<file path="src/rtl/pause_ctrl.sv">
// ---------------------------------------------------------------------------
// pause_ctrl
//   Hazard and stall controller for the 16-bit five-stage pipeline. Watches
//   the ID, EXE and MEM stages and drives the pause/flush/bubble inputs of
//   the PC, IF/ID, ID/EXE and EXE/MEM registers.
//
//   Hazard classes, in priority order while running:
//     memory wait (bounded by MEM_WAIT_MAX), jump + structural conflict,
//     jump, load-use, structural conflict (shared instruction/data RAM).
//
//   Compile-time option:
//     PAUSE_CTRL_STRUCT_HAZARD_EN  defined   -> structural-conflict rules are
//                                              active (shared RAM build)
//                                  undefined -> em_inst_ram_access ignored
//
// Ports
//   clk_50MHz            system clock
//   rst                  synchronous active-high reset
//   id_rs_a/_used        ID-stage source A and its read-enable
//   id_rs_b/_used        ID-stage source B and its read-enable
//   ie_load, ie_wb_addr  EXE-stage load and its destination register
//   ie_jump              jump taken and resolved in EXE this cycle
//   em_inst_ram_access   MEM stage uses the instruction RAM this cycle
//   mem_busy             memory/peripheral cannot complete this cycle
//   pc_PAUSE .. em_BUBBLE  combinational pipeline controls (act next edge)
//   mem_timeout          sticky: a memory wait was abandoned
//   load_stall_cnt       saturating count of load-use stalls
// ---------------------------------------------------------------------------
module pause_ctrl #(
    parameter int MEM_WAIT_MAX = 15,
    parameter int REG_ADDR_W   = 4
) (
    input  logic                  clk_50MHz,
    input  logic                  rst,
    input  logic [REG_ADDR_W-1:0] id_rs_a,
    input  logic                  id_rs_a_used,
    input  logic [REG_ADDR_W-1:0] id_rs_b,
    input  logic                  id_rs_b_used,
    input  logic                  ie_load,
    input  logic [REG_ADDR_W-1:0] ie_wb_addr,
    input  logic                  ie_jump,
    input  logic                  em_inst_ram_access,
    input  logic                  mem_busy,
    output logic                  pc_PAUSE,
    output logic                  ii_PAUSE,
    output logic                  ii_FLUSH,
    output logic                  ie_PAUSE,
    output logic                  ie_BUBBLE,
    output logic                  em_PAUSE,
    output logic                  em_BUBBLE,
    output logic                  mem_timeout,
    output logic [15:0]           load_stall_cnt
);

    localparam logic [7:0] WAIT_MAX = 8'(MEM_WAIT_MAX);

    typedef enum logic {RUN = 1'b0, MEM_WAIT = 1'b1} state_t;

    state_t      state_reg, state_next;
    logic [7:0]  wait_cnt_reg, wait_cnt_next;
    logic        mem_timeout_reg;
    logic [15:0] load_stall_cnt_reg;

    logic        struct_access;
    logic        load_use;
    logic        run_rules;
    logic        timeout_set;
    logic        stall_count;

`ifdef PAUSE_CTRL_STRUCT_HAZARD_EN
    assign struct_access = em_inst_ram_access;
`else
    // Split-RAM build: the MEM stage can never steal the fetch port.
    logic unused_em_access;
    assign unused_em_access = em_inst_ram_access;
    assign struct_access    = 1'b0;
`endif

    // Every register code is compared, including R0.
    assign load_use = ie_load &&
                      ((id_rs_a_used && (id_rs_a == ie_wb_addr)) ||
                       (id_rs_b_used && (id_rs_b == ie_wb_addr)));

    always_comb begin
        pc_PAUSE      = 1'b0;
        ii_PAUSE      = 1'b0;
        ii_FLUSH      = 1'b0;
        ie_PAUSE      = 1'b0;
        ie_BUBBLE     = 1'b0;
        em_PAUSE      = 1'b0;
        em_BUBBLE     = 1'b0;
        state_next    = state_reg;
        wait_cnt_next = wait_cnt_reg;
        run_rules     = 1'b0;
        timeout_set   = 1'b0;
        stall_count   = 1'b0;

        case (state_reg)
            RUN: begin
                if (mem_busy) begin
                    pc_PAUSE      = 1'b1;
                    ii_PAUSE      = 1'b1;
                    ie_PAUSE      = 1'b1;
                    em_PAUSE      = 1'b1;
                    wait_cnt_next = 8'd1;
                    state_next    = MEM_WAIT;
                end else begin
                    run_rules = 1'b1;
                end
            end
            MEM_WAIT: begin
                if (mem_busy) begin
                    if (wait_cnt_reg < WAIT_MAX) begin
                        pc_PAUSE      = 1'b1;
                        ii_PAUSE      = 1'b1;
                        ie_PAUSE      = 1'b1;
                        em_PAUSE      = 1'b1;
                        wait_cnt_next = wait_cnt_reg + 8'd1;
                    end else begin
                        // Give up: drop the stuck MEM instruction as a NOP
                        // while the front of the pipe is still held.
                        pc_PAUSE      = 1'b1;
                        ii_PAUSE      = 1'b1;
                        ie_PAUSE      = 1'b1;
                        em_BUBBLE     = 1'b1;
                        timeout_set   = 1'b1;
                        wait_cnt_next = 8'd0;
                        state_next    = RUN;
                    end
                end else begin
                    // Memory released: the remaining hazards are resolved
                    // in this same cycle rather than costing an extra one.
                    run_rules     = 1'b1;
                    wait_cnt_next = 8'd0;
                    state_next    = RUN;
                end
            end
            default: begin
                state_next    = RUN;
                wait_cnt_next = 8'd0;
            end
        endcase

        if (run_rules) begin
            if (ie_jump && struct_access) begin
                // Jump held in EXE one more cycle; its flush comes next time.
                pc_PAUSE  = 1'b1;
                ii_FLUSH  = 1'b1;
                ie_PAUSE  = 1'b1;
                em_BUBBLE = 1'b1;
            end else if (ie_jump) begin
                ii_FLUSH  = 1'b1;
                ie_BUBBLE = 1'b1;
            end else if (load_use) begin
                pc_PAUSE    = 1'b1;
                ii_PAUSE    = 1'b1;
                ie_BUBBLE   = 1'b1;
                stall_count = 1'b1;
            end else if (struct_access) begin
                pc_PAUSE = 1'b1;
                ii_FLUSH = 1'b1;
            end
        end

        if (ii_FLUSH) begin
            ii_PAUSE = 1'b0;
        end

        if (rst) begin
            pc_PAUSE  = 1'b0;
            ii_PAUSE  = 1'b0;
            ii_FLUSH  = 1'b0;
            ie_PAUSE  = 1'b0;
            ie_BUBBLE = 1'b0;
            em_PAUSE  = 1'b0;
            em_BUBBLE = 1'b0;
        end
    end

    always_ff @(posedge clk_50MHz) begin
        if (rst) begin
            state_reg          <= RUN;
            wait_cnt_reg       <= 8'd0;
            mem_timeout_reg    <= 1'b0;
            load_stall_cnt_reg <= 16'd0;
        end else begin
            state_reg    <= state_next;
            wait_cnt_reg <= wait_cnt_next;
            if (timeout_set) begin
                mem_timeout_reg <= 1'b1;
            end
            if (stall_count && (load_stall_cnt_reg != 16'hFFFF)) begin
                load_stall_cnt_reg <= load_stall_cnt_reg + 16'd1;
            end
        end
    end

    assign mem_timeout    = mem_timeout_reg;
    assign load_stall_cnt = load_stall_cnt_reg;

endmodule

</file>
<file path="config.mk">
export PLATFORM = sky130hd
export DESIGN_NAME = pause_ctrl
export DESIGN_NICKNAME = d
export VERILOG_FILES = /design/src/rtl/pause_ctrl.sv
export SDC_FILE = /design/constraint.sdc
export NUM_CORES = 1
export LEC_CHECK = 0
export ABC_AREA = 1
export CAP_MARGIN = 15
export CORE_ASPECT_RATIO = 2
export CORE_MARGIN = 2
export CORE_UTILIZATION = 47
export CTS_CLUSTER_DIAMETER = 100
export DETAILED_ROUTE_END_ITERATION = 12
export PLACE_DENSITY = 0.89
export RECOVER_POWER = 100
export SLEW_MARGIN = 15
export SYNTH_ARGS = -nofsm -noshare
export SYNTH_HDL_FRONTEND = slang
export SYNTH_SLANG_ARGS = --single-unit
</file>
<file path="constraint.sdc">
create_clock -name clk_50MHz -period 1.9 [get_ports clk_50MHz]
set_clock_uncertainty 0.2 [all_clocks]
set_input_delay 0.38 -clock clk_50MHz [delete_from_list [all_inputs] [get_ports clk_50MHz]]
set_output_delay 0.38 -clock clk_50MHz [all_outputs]
set_load 0.05 [all_outputs]
</file>
# After elaboration in Yosys (flattened, before gate mapping)
# Index checks and enable logic that the tools add are counted.
# word_totals
wordCells	46
reg_bits	26
input_bits	20
out_inout_bits	24
# op_classes
n_reduce_logical	5
n_addsub	2
n_mux	29
order_cmp	1
n_bitwise	1
eq_ne	4
# ops
operator	n
1-bit two-way mux	24
8-bit two-way mux	3
16-bit by 1-bit adder with 16-bit output, second input constant	1
16-bit != test, second input constant	1
8-bit one-hot mux with 2 select lines	1
8-bit by 1-bit adder with 8-bit output, second input constant	1
4-bit equality test	2
8-bit by 4-bit < comparator with 1-bit output, second input constant	1
1-bit logical AND	4
2-bit != test, second input constant	1
1-bit one-hot mux with 2 select lines	1
1-bit logical OR	1
1-bit NOT	1

# Depth between registers and ports, before layout
# Gate-level depths: netlist (run 1).
# depth
ltp_word	9
depth_mapped	12
ltp_nobuf	11

# Worst setup path after synthesis (run 1)
# No wires, ideal clock.
# synth_path
path_type	flip-flop to output port
start	register wait_cnt_reg[0]
end	output em_PAUSE
arrival_ns	1.888
path_slack_ns	-0.568
stages_incl_launch_ff	7
n_path_buf	0
required_ns	1.320
path_cell_list	dfxtp_1 > ha_1 > nand2_1 > nor2_1 > nor2_1 > nor2_1 > nor3_1
# synth_via
elab_chain_len	5
# synth_rtl
item	line_no	source
start, declared	60	logic [7:0] wait_cnt_reg, wait_cnt_next;
start signal, assigned	188	wait_cnt_reg <= wait_cnt_next;
8-bit by 4-bit < comparator with 1-bit output	113	if (wait_cnt_reg < WAIT_MAX) begin
1-bit two-way mux	113	
1-bit two-way mux	112	if (mem_busy) begin
1-bit one-hot mux with 2 select lines	98	case (state_reg)
1-bit two-way mux	169	if (rst) begin
end, declared	49	output logic em_PAUSE,
# No other way between the ends.

# Worst setup path in the final report (run 1)
# layout_path
start	register wait_cnt_reg[0]
end	output em_BUBBLE
# layout_via
elab_chain_len	5
# layout_rtl
item	line_no	source
8-bit by 4-bit < comparator with 1-bit output	113	
1-bit two-way mux	113	
1-bit two-way mux	112	
1-bit two-way mux	98	
1-bit two-way mux	169	
end, declared	50	output logic em_BUBBLE,
# No other way between the ends.

==> metrics.yaml, run 1 <==
met2_length_mm: 3.33
finalSetupViolations: 11
powerDensity_nw_per_um2: 481
setup_ws_ns: -0.181
pwr-share-clk_pct: 37.2
dr_wl_met3_um: 432
core_region_area_um2: 3160
critical_path_arrival_ns: 1.50
max_freq_ghz: 0.481
wl_met1_mm: 1.97
grt_max_degree: 18
clk_latency_ns: 0.27
rsz0062_at_grt: "true"
drc: 0
combPwrFrac_pct: 18.7
synthFlopType: "dfxtp_1"
wl_per_cell_um: 17.1
place_area_um2: 2280
synthAdderAreaFrac_pct: 1.63
finalNetCount: 345
grt_pass1_vias: 1993
synth_compound_area_share_pct: 5.46
track_usage_pct: 28.9
start_util_pct: 48.6
post-route-cell-area_um2: 2610
period_minus_slack_ns: 2.08
overflow: 0
fin_crit_sh_pct: 110
total_power_w: 0.00125
synth_edf_count: 0
synth_top_family_by_area: "simple AND/OR/NAND/NOR gates"
synth_most_common_cell: "nand2_1"
intPower_w: 0.000935
synthArstFlopShare_pct: 0
antenna_found_initial: 0
whs_ns: 0.208
ir_worst_vdd_mv: 0.587
synthCells: 244
crit_path_start_kind: "flop"
synth_seq_cells: 26
tightest_slew_ns: 0.320
slew_violations: 0
area_growth_pct: 70.0
clkTransAtPathRegs_ns: 0.10
rrSetupSlack_ns: -0.10
yosys-top-cells-area: "dfxtp_1, nand2_1, nor2_1"
ys_top_cells_by_count: "nand2_1, nor2_1, inv_1, dfxtp_1, nand3_1"
diodes: 0
wl_mm: 6.03
viasPerCell: 5.76
cts_tree: "done"
drtIter0Drc: 129
status: "finished with violations"
syn_area_um2: 1540
muxShareOfSynthArea_pct: 0
switchingPower_w: 0.000320
hp-class: "input pin to flop"
reg2reg_depth: 10
grt_pass1_wl_mm: 8.42
synthSimpleGateAreaFrac_pct: 46.9
vias: 2033
largest_reg_flops: 16
violations: "negative setup slack"
die_h_um: 84.8
ant_nets: 0
ys_warn_count: 0
seqPwrFrac_pct: 44.1
p_sw_share_pct: 25.5
place_congestion: 0.817
critPathKind: "flop to output port"
synth_top_area_cell: "dfxtp_1"
die_area_um2: 3770
crit_end: "em_BUBBLE"
cts_buffers: 3
htreeDepth: 1
yosysSeqAreaShare_pct: 33.9
setup_tns_ns: -0.825
slew_headroom_pct: 78.1
highest_layer: "met4"
syn_area_per_cell_um2: 6.29
dp_hpwl_mm: 3.10
syn-num-nets: 266
leakage_nw: 1.16
ios: 44
clock_path_buffers: 2
ys_types: 26
drive_gt1_share_pct: 42.2
yosysTopAreaCellShare_pct: 33.9
r2r_end: "load_stall_cnt[8]"
end_kind: "output port"
critPathRequiredTime_ns: 1.32
die_x_um: 44.4
cap_violations: 0
hold_viol: 0
root_buffer: "clkbuf_8"
clock-sinks: 26
crit_fanout: 2
rows: 29
startpoint: "wait_cnt_reg[0]"
synthXorXnorAreaFrac_pct: 3.42
port_buffers: 42
r2r_start: "load_stall_cnt[6]"
first_pass_iters: 5
## power by group through the flow
| stage | registers, W | clock network [W] | logic (W) |
|---|---|---|---|
| floorplan | 0.000572 | 0 | 0.0000890 |
| global placement | 0.000567 | 0 | 0.000199 |
| detailed placement | 0.000567 | 0 | 0.000205 |
| CTS | 0.000556 | 0.000462 | 0.000206 |
| global route | 0.000554 | 0.000477 | 0.000247 |
| finish | 0.000554 | 0.000467 | 0.000234 |
## critical path, cell delays in order, from the launching register on
cell,delay (ns)
dfxtp_2,0.38
ha_4,0.16
nand2_4,0.06
nor2_4,0.11
nor2_4,0.05
inv_2,0.09
nand3_4,0.10
nor2_4,0.13
buf_12,0.15
## logic make-up after synthesis
kind of cell	Yosys count
buffers and inverters	32
AO/OA/AOI/OAI	15
flip-flops	26
XOR/XNOR	6
adder cells (fa/ha/maj)	2
AND/OR/NAND/NOR	163
## placed cells by master (no fill, tap or decap), types with 2 or more instances in the layout
cell              n
nand2_2           8
nand4_4           2
o21bai_1          2
inv_1            19
dfxtp_4           3
nand2_1          63
nor2_4            6
buf_12           11
nor2_2            8
buf_2             2
buf_4            45
a21oi_4           3
nor2_1           52
dfxtp_1          16
ha_4              2
nand3_4           3
nand3_2           2
dlygate4sd2_1     2
inv_2             7
xnor2_1           3
a21oi_1           7
xor2_1            2
nor3_4            2
clkdlybuf4s15_1   2
nor3_1            2
nand2_4           2
buf_6            10
clkbuf_2          3
clkbuf_8          3
dfxtp_2           7
nand3_1          11
## layer usage
layer,vias up,track usage (%)
li1,913,-
met1,943,29.9
met2,138,52.7
met3,39,3.83
met4,0,15.4
met5,-,0
## stage by stage
| stage | util, % | instances | setup WS [ns] |
|---|---|---|---|
| final | 82.7 | 353 | -0.181 |
| after CTS | 78.0 | 350 | -0.186 |
| after global placement | 72.3 | 337 | -0.471 |
| after floorplan | - | 244 | -0.126 |
| after global routing | 82.7 | 353 | -0.208 |
| after detailed placement | 72.3 | 337 | -0.553 |
## worst min path at each step
stage / cells after the start / slack [ns] / to / start
2_1_floorplan: 2 / 0.22 / wait_cnt_reg[7] / wait_cnt_reg[7]
3_3_place_gp: 2 / 0.23 / wait_cnt_reg[6] / wait_cnt_reg[6]
3_5_place_dp: 2 / 0.23 / wait_cnt_reg[5] / wait_cnt_reg[5]
4_1_cts: 2 / 0.25 / wait_cnt_reg[5] / wait_cnt_reg[5]
5_1_grt: 2 / 0.21 / state_reg / rst
6_report: 2 / 0.21 / state_reg / rst
## cell type report
class	count	area, µm²
Clock buffer	3	41.3
Clock inverter	1	30.0
Fill cell	156	547
Inverter	29	116
Multi-Input combinational cell	186	1080
Sequential cell	26	541
Tap cell	31	38.8
Timing Repair Buffer	77	761
## repair_timing
| item | CTS | global route |
|---|---|---|
| hold buffers | 0 | 0 |
| endpoints found under the setup margin | 23 | 26 |
| resized for setup | 73 | 48 |
| hold endpoints to repair | 0 | 0 |
| pin swaps | 26 | 22 |
| buffers inserted | 9 | 3 |
No activity file was read; power rests on OpenSTA's default activity.
==> run 2, diff against run 1 <==
--- a/config.mk
+++ b/config.mk
@@ -12,9 +12,10 @@
 export CORE_UTILIZATION = 47
 export CTS_CLUSTER_DIAMETER = 100
 export DETAILED_ROUTE_END_ITERATION = 12
+export MAX_ROUTING_LAYER = met4
 export PLACE_DENSITY = 0.89
 export RECOVER_POWER = 100
-export SLEW_MARGIN = 15
+export SLEW_MARGIN = 30
 export SYNTH_ARGS = -nofsm -noshare
 export SYNTH_HDL_FRONTEND = slang
 export SYNTH_SLANG_ARGS = --single-unit
==> metrics.yaml, run 2 (synthesized netlist as in run 1, its figures left out) <==
status: "finished with violations"  # unchanged
violations: "negative setup slack"  # unchanged
p_sw_share_pct: 26.0  # was 25.5%
dp_cells: 337  # unchanged
largest_reg_flops: 16  # unchanged
switchingPower_w: 0.000328  # was 0.000320 W
total_power_w: 0.00126  # was 0.00125 W
wl_mm: 6.10  # was 6.03 mm
htreeDepth: 1  # unchanged
core_region_area_um2: 3160  # unchanged
die_area_um2: 3770  # unchanged
clk_latency_ns: 0.28  # was 0.27 ns
track_usage_pct: 29.7  # was 28.9%
cap_violations: 0  # unchanged
critical_path.most_common_cell: "nor2_4"  # unchanged
critical_path_arrival_ns: 1.50  # about the same
diodes: 0  # unchanged
die_x_um: 44.4  # unchanged
clock_path_buffers: 2  # unchanged
whs_ns: 0.205  # was 0.208 ns
cts_tree: "done"  # unchanged
area_growth_pct: 70.0  # unchanged
clkTransAtPathRegs_ns: 0.10  # about the same
root_buffer: "clkbuf_8"  # unchanged
slew_violations: 0  # unchanged
tightest_slew_ns: 0.347  # was 0.320 ns
min_to: "state_reg"  # unchanged
critPathRequiredTime_ns: 1.32  # about the same
end_kind: "output port"  # unchanged
hp-class: "input pin to flop"  # unchanged
dp_hpwl_mm: 3.10  # unchanged
fin_crit_sh_pct: 109  # was 110%
viasPerCell: 5.83  # was 5.76
max_stage_delay_ns: 0.38  # about the same
intPower_w: 0.000935  # about the same
layout.cells.non_filler: 353  # unchanged
leakage_nw: 1.16  # unchanged
finalCoreUtilization_pct: 82.7  # unchanged
vias: 2059  # was 2033
final_common_cell: "nand2_1"  # unchanged
rsz0062_at_grt: "true"  # unchanged
r2r_start: "load_stall_cnt[6]"  # unchanged
die_h_um: 84.8  # unchanged
grt_max_degree: 18  # unchanged
timing.critical_path.buf_inv: 2  # unchanged
cp_slowest_cell: "dfxtp_2"  # unchanged
r2r_end: "load_stall_cnt[8]"  # unchanged
cp_cell_sequence: "ha_4 > nand2_4 > nor2_4 > nor2_4 > inv_2 > nand3_4 > nor2_4 > buf_12"  # unchanged
crit_fanout: 2  # unchanged
slew_headroom_pct: 76.8  # was 78.1%
ios: 44  # unchanged
hold_start: "rst"  # unchanged
first_pass_iters: 5  # unchanged
hold_depth: 2  # unchanged
drc: 0  # unchanged
rrSetupSlack_ns: -0.14  # was -0.10 ns
critical_path.top_delay_family: "simple AND/OR/NAND/NOR gates"  # unchanged
overflow: 0  # unchanged
hold_viol: 0  # unchanged
drive_gt1_share_pct: 42.2  # unchanged
clock-sinks: 26  # unchanged
setup_ws_ns: -0.177  # was -0.181 ns
start_util_pct: 48.6  # unchanged
reg2reg_depth: 10  # unchanged
ir_worst_vdd_mv: 0.602  # was 0.587 mV
cts_buffers: 3  # unchanged
antenna_found_initial: 0  # unchanged
wl_per_cell_um: 17.3  # was 17.1 µm
critPathKind: "flop to output port"  # unchanged
period_minus_slack_ns: 2.08  # about the same
seqPwrFrac_pct: 43.8  # was 44.1%
max_freq_ghz: 0.481  # about the same
drtIter0Drc: 113  # was 129
powerDensity_nw_per_um2: 484  # was 481 nW/µm²
finalNetCount: 345  # unchanged
place_congestion: 0.829  # was 0.817
crit_path_start_kind: "flop"  # unchanged
combPwrFrac_pct: 18.6  # was 18.7%
rows: 29  # unchanged
port_buffers: 42  # unchanged
cts_hold_buf: 0  # unchanged
grt_pass1_vias: 1979  # was 1993
grt_pass1_wl_mm: 8.45  # was 8.42 mm
final_cell_mix: "nand2_1, nor2_1, buf_4"  # unchanged
finalSetupViolations: 12  # was 11
setup_tns_ns: -0.912  # was -0.825 ns
pwr-share-clk_pct: 37.6  # was 37.2%
ant_nets: 0  # unchanged
-- run 2: cell counts in the layout (fill, tap and decap cells not counted) --
Identical to the previous run, type by type.
-- run 2: power by group through the flow --
stage	logic (W)	clock network (W)	registers, W
after floorplan	0.0000890	0	0.000572
after global placement	0.000199	0	0.000567
after detailed placement	0.000205	0	0.000567
after CTS	0.000206	0.000462	0.000556
after global routing	0.000247	0.000477	0.000554
final	0.000235	0.000474	0.000554
-- run 2: repair_timing --
| action | CTS | global route |
|---|---|---|
| setup buffers | 9 | 3 |
| endpoints found under the setup margin | 23 | 26 |
| resized for setup | 73 | 48 |
| pin swaps | 26 | 22 |
-- run 2: layer usage --
metal  track usage [%]  up-vias  routed length, µm
met4              14.6        0                310
met2              53.1      147               3290
li1                  -      917                  -
met1              30.4      957               2070
met5                 -        -                  0
met3              3.19       38                421
-- run 2: through the flow --
step / setup WS [ns] / cell area (µm²)
after floorplan: -0.126 / 1590
after global placement: -0.471 / 2280
after detailed placement: -0.553 / 2280
after CTS: -0.186 / 2460
after global routing: -0.192 / 2610
final: -0.177 / 2610
-- run 2: how the worst max path moves through the flow --
stage | start | to | depth (start not counted)
4_1_cts | wait_cnt_reg[1] | em_PAUSE | 7
3_5_place_dp | ie_wb_addr[2] | ii_PAUSE | 10
6_report | wait_cnt_reg[0] | em_BUBBLE | 8
5_1_grt | wait_cnt_reg[1] | em_BUBBLE | 8
3_3_place_gp | ie_wb_addr[2] | ii_PAUSE | 10
2_1_floorplan | wait_cnt_reg[0] | em_PAUSE | 6
-- run 2: final cells by class --
class	count	area (µm²)
clock inverter	1	30.0
multi-input combinational	186	1080
tap	31	38.8
sequential	26	541
inverter	29	116
fill	156	547
clock buffer	3	41.3
timing repair buffer	77	761
==> run 3, diff against run 2 <==
--- a/config.mk
+++ b/config.mk
@@ -8,7 +8,7 @@
 export ABC_AREA = 1
 export CAP_MARGIN = 15
 export CORE_ASPECT_RATIO = 2
-export CORE_MARGIN = 2
+export CORE_MARGIN = 5
 export CORE_UTILIZATION = 47
 export CTS_CLUSTER_DIAMETER = 100
 export DETAILED_ROUTE_END_ITERATION = 12
==> metrics.yaml, run 3 (synthesized netlist as in run 1, its figures left out) <==
status: "finished with violations"  # unchanged
violations: "negative setup slack"  # unchanged
ant_nets: 0  # unchanged
total_power_w: 0.00129  # was 0.00126 W
place_area_um2: 2300  # was 2280 µm²
critPathKind: "input pin to output port"  # was flop to output port
place_congestion: 0.900  # was 0.829
wl_per_cell_um: 19.5  # was 17.3 µm
cts_buffers: 3  # unchanged
grt_max_degree: 18  # unchanged
antenna_found_initial: 0  # unchanged
clk_latency_ns: 0.29  # was 0.28 ns
core_region_area_um2: 3160  # unchanged
powerDensity_nw_per_um2: 484  # about the same
overflow: 0  # unchanged
final_cell_mix: "nand2_1, nor2_1, buf_4"  # unchanged
die_x_um: 50.4  # was 44.4 µm
rrSetupSlack_ns: 0.01  # was -0.14 ns
setup_ws_ns: -0.205  # was -0.177 ns
first_pass_iters: 5  # unchanged
period_minus_slack_ns: 2.11  # was 2.08 ns
final_common_cell: "nand2_1"  # unchanged
htreeDepth: 1  # unchanged
dp_hpwl_mm: 3.42  # was 3.10 mm
largest_reg_flops: 16  # unchanged
finalNetCount: 339  # was 345
clock-sinks: 26  # unchanged
fin_crit_sh_pct: 111  # was 109%
finalSetupViolations: 18  # was 12
cap_violations: 0  # unchanged
die_area_um2: 4580  # was 3770 µm²
area_growth_pct: 73.8  # was 70.0%
die_h_um: 90.8  # was 84.8 µm
slew_violations: 0  # unchanged
start_util_pct: 48.6  # unchanged
end_kind: "output port"  # unchanged
drc: 0  # unchanged
viasPerCell: 5.97  # was 5.83
root_buffer: "clkbuf_8"  # unchanged
critPathRequiredTime_ns: 1.32  # about the same
diodes: 0  # unchanged
hold_depth: 2  # unchanged
nFillCells: 152  # was 156
rsz0062_at_grt: "true"  # unchanged
slew_headroom_pct: 75.3  # was 76.8%
max_freq_ghz: 0.475  # was 0.481 GHz
tightest_slew_ns: 0.361  # was 0.347 ns
wl_mm: 6.78  # was 6.10 mm
rows: 29  # unchanged
clkTransAtPathRegs_ns: 0.09  # was 0.10 ns
seqCellArea_um2: 536  # was 541 µm²
ios: 44  # unchanged
crit_fanout: 3  # was 2
post-route-cell-area_um2: 2670  # was 2610 µm²
critical_path_arrival_ns: 1.53  # was 1.50 ns
grt_pass1_vias: 1904  # was 1979
hp-class: "flop to flop"  # was input pin to flop
multi_input_area_um2: 1140  # was 1080 µm²
crit_path_start_kind: "input pin"  # was flop
hold_viol: 0  # unchanged
track_usage_pct: 23.5  # was 29.7%
ir_worst_vdd_mv: 0.616  # was 0.602 mV
leakage_nw: 1.13  # was 1.16 nW
grt_pass1_wl_mm: 8.55  # was 8.45 mm
drive_gt1_share_pct: 43.7  # was 42.2%
vias: 2071  # was 2059
cts_tree: "done"  # unchanged
reg2reg_depth: 8  # was 10
port_buffers: 42  # unchanged
drtIter0Drc: 122  # was 113
clock_path_buffers: 2  # unchanged
run 3: changes by cell type in the layout (fill, tap and decap cells not counted), sizes merged:
cell and delta:
clkbuf -1, dlygate4sd2 +2, buf -7
run 3: area by class of cell:
type	instances	share of cell area [%]
clock buffers	3	1.55
inverters	29	4.27
multi-input cells	186	42.6
clock inverters	1	1.13
repair buffers	71	29.0
flip-flops and latches	26	20.1
well taps	31	1.45
run 3: power breakdown:
part | total, W | switching, W | internal (W)
Combinational | 0.000252 | 0.000139 | 0.000113
Sequential | 0.000557 | 0.00000835 | 0.000549
Clock | 0.000483 | 0.000201 | 0.000283
Total | 0.00129 | 0.000348 | 0.000944
run 3: worst paths after layout:
| path | start | end |
|---|---|---|
| setup / recovery | id_rs_b[3] | pc_PAUSE |
| hold / removal | wait_cnt_reg[5] | wait_cnt_reg[5] |
| setup reg to reg | load_stall_cnt[14] | load_stall_cnt[6] |
| hold reg to reg | wait_cnt_reg[5] | wait_cnt_reg[5] |
run 3: repair_timing:
item | 4_1_cts | 5_1_grt
resized for setup | 79 | 54
hold buffers | 0 | 0
buffers inserted | 3 | 5
gates cloned | 0 | 1
setup endpoints to repair | 23 | 23
pin swaps | 23 | 27
run 3: metrics by stage:
step	util [%]	setup TNS, ns	cells	setup WS (ns)	hold WS, ns
global placement	72.9	-7.63	336	-0.469	0.229
detailed placement	72.9	-9.72	336	-0.563	0.238
CTS	77.8	-0.639	343	-0.217	0.252
global route	84.5	-3.67	347	-0.296	0.308
finish	84.5	-1.93	347	-0.205	0.277
floorplan	-	-0.137	244	-0.126	0.217
run 3: per-layer routing:
metal  part of all wire (%)  wire length [µm]  global-route usage, %
met3                    8.1               551                   4.30
met4                    8.5               577                   10.0
met5                      0                 0                      -
met2                     51              3440                   40.9
met1                     33              2210                   24.8
run 3: critical path: stages:
cell	delay, ns
clkdlybuf4s15_1	0.19
xnor2_1	0.22
nand3_1	0.13
nand2_2	0.14
nand3_4	0.13
a21oi_4	0.18
buf_12	0.15
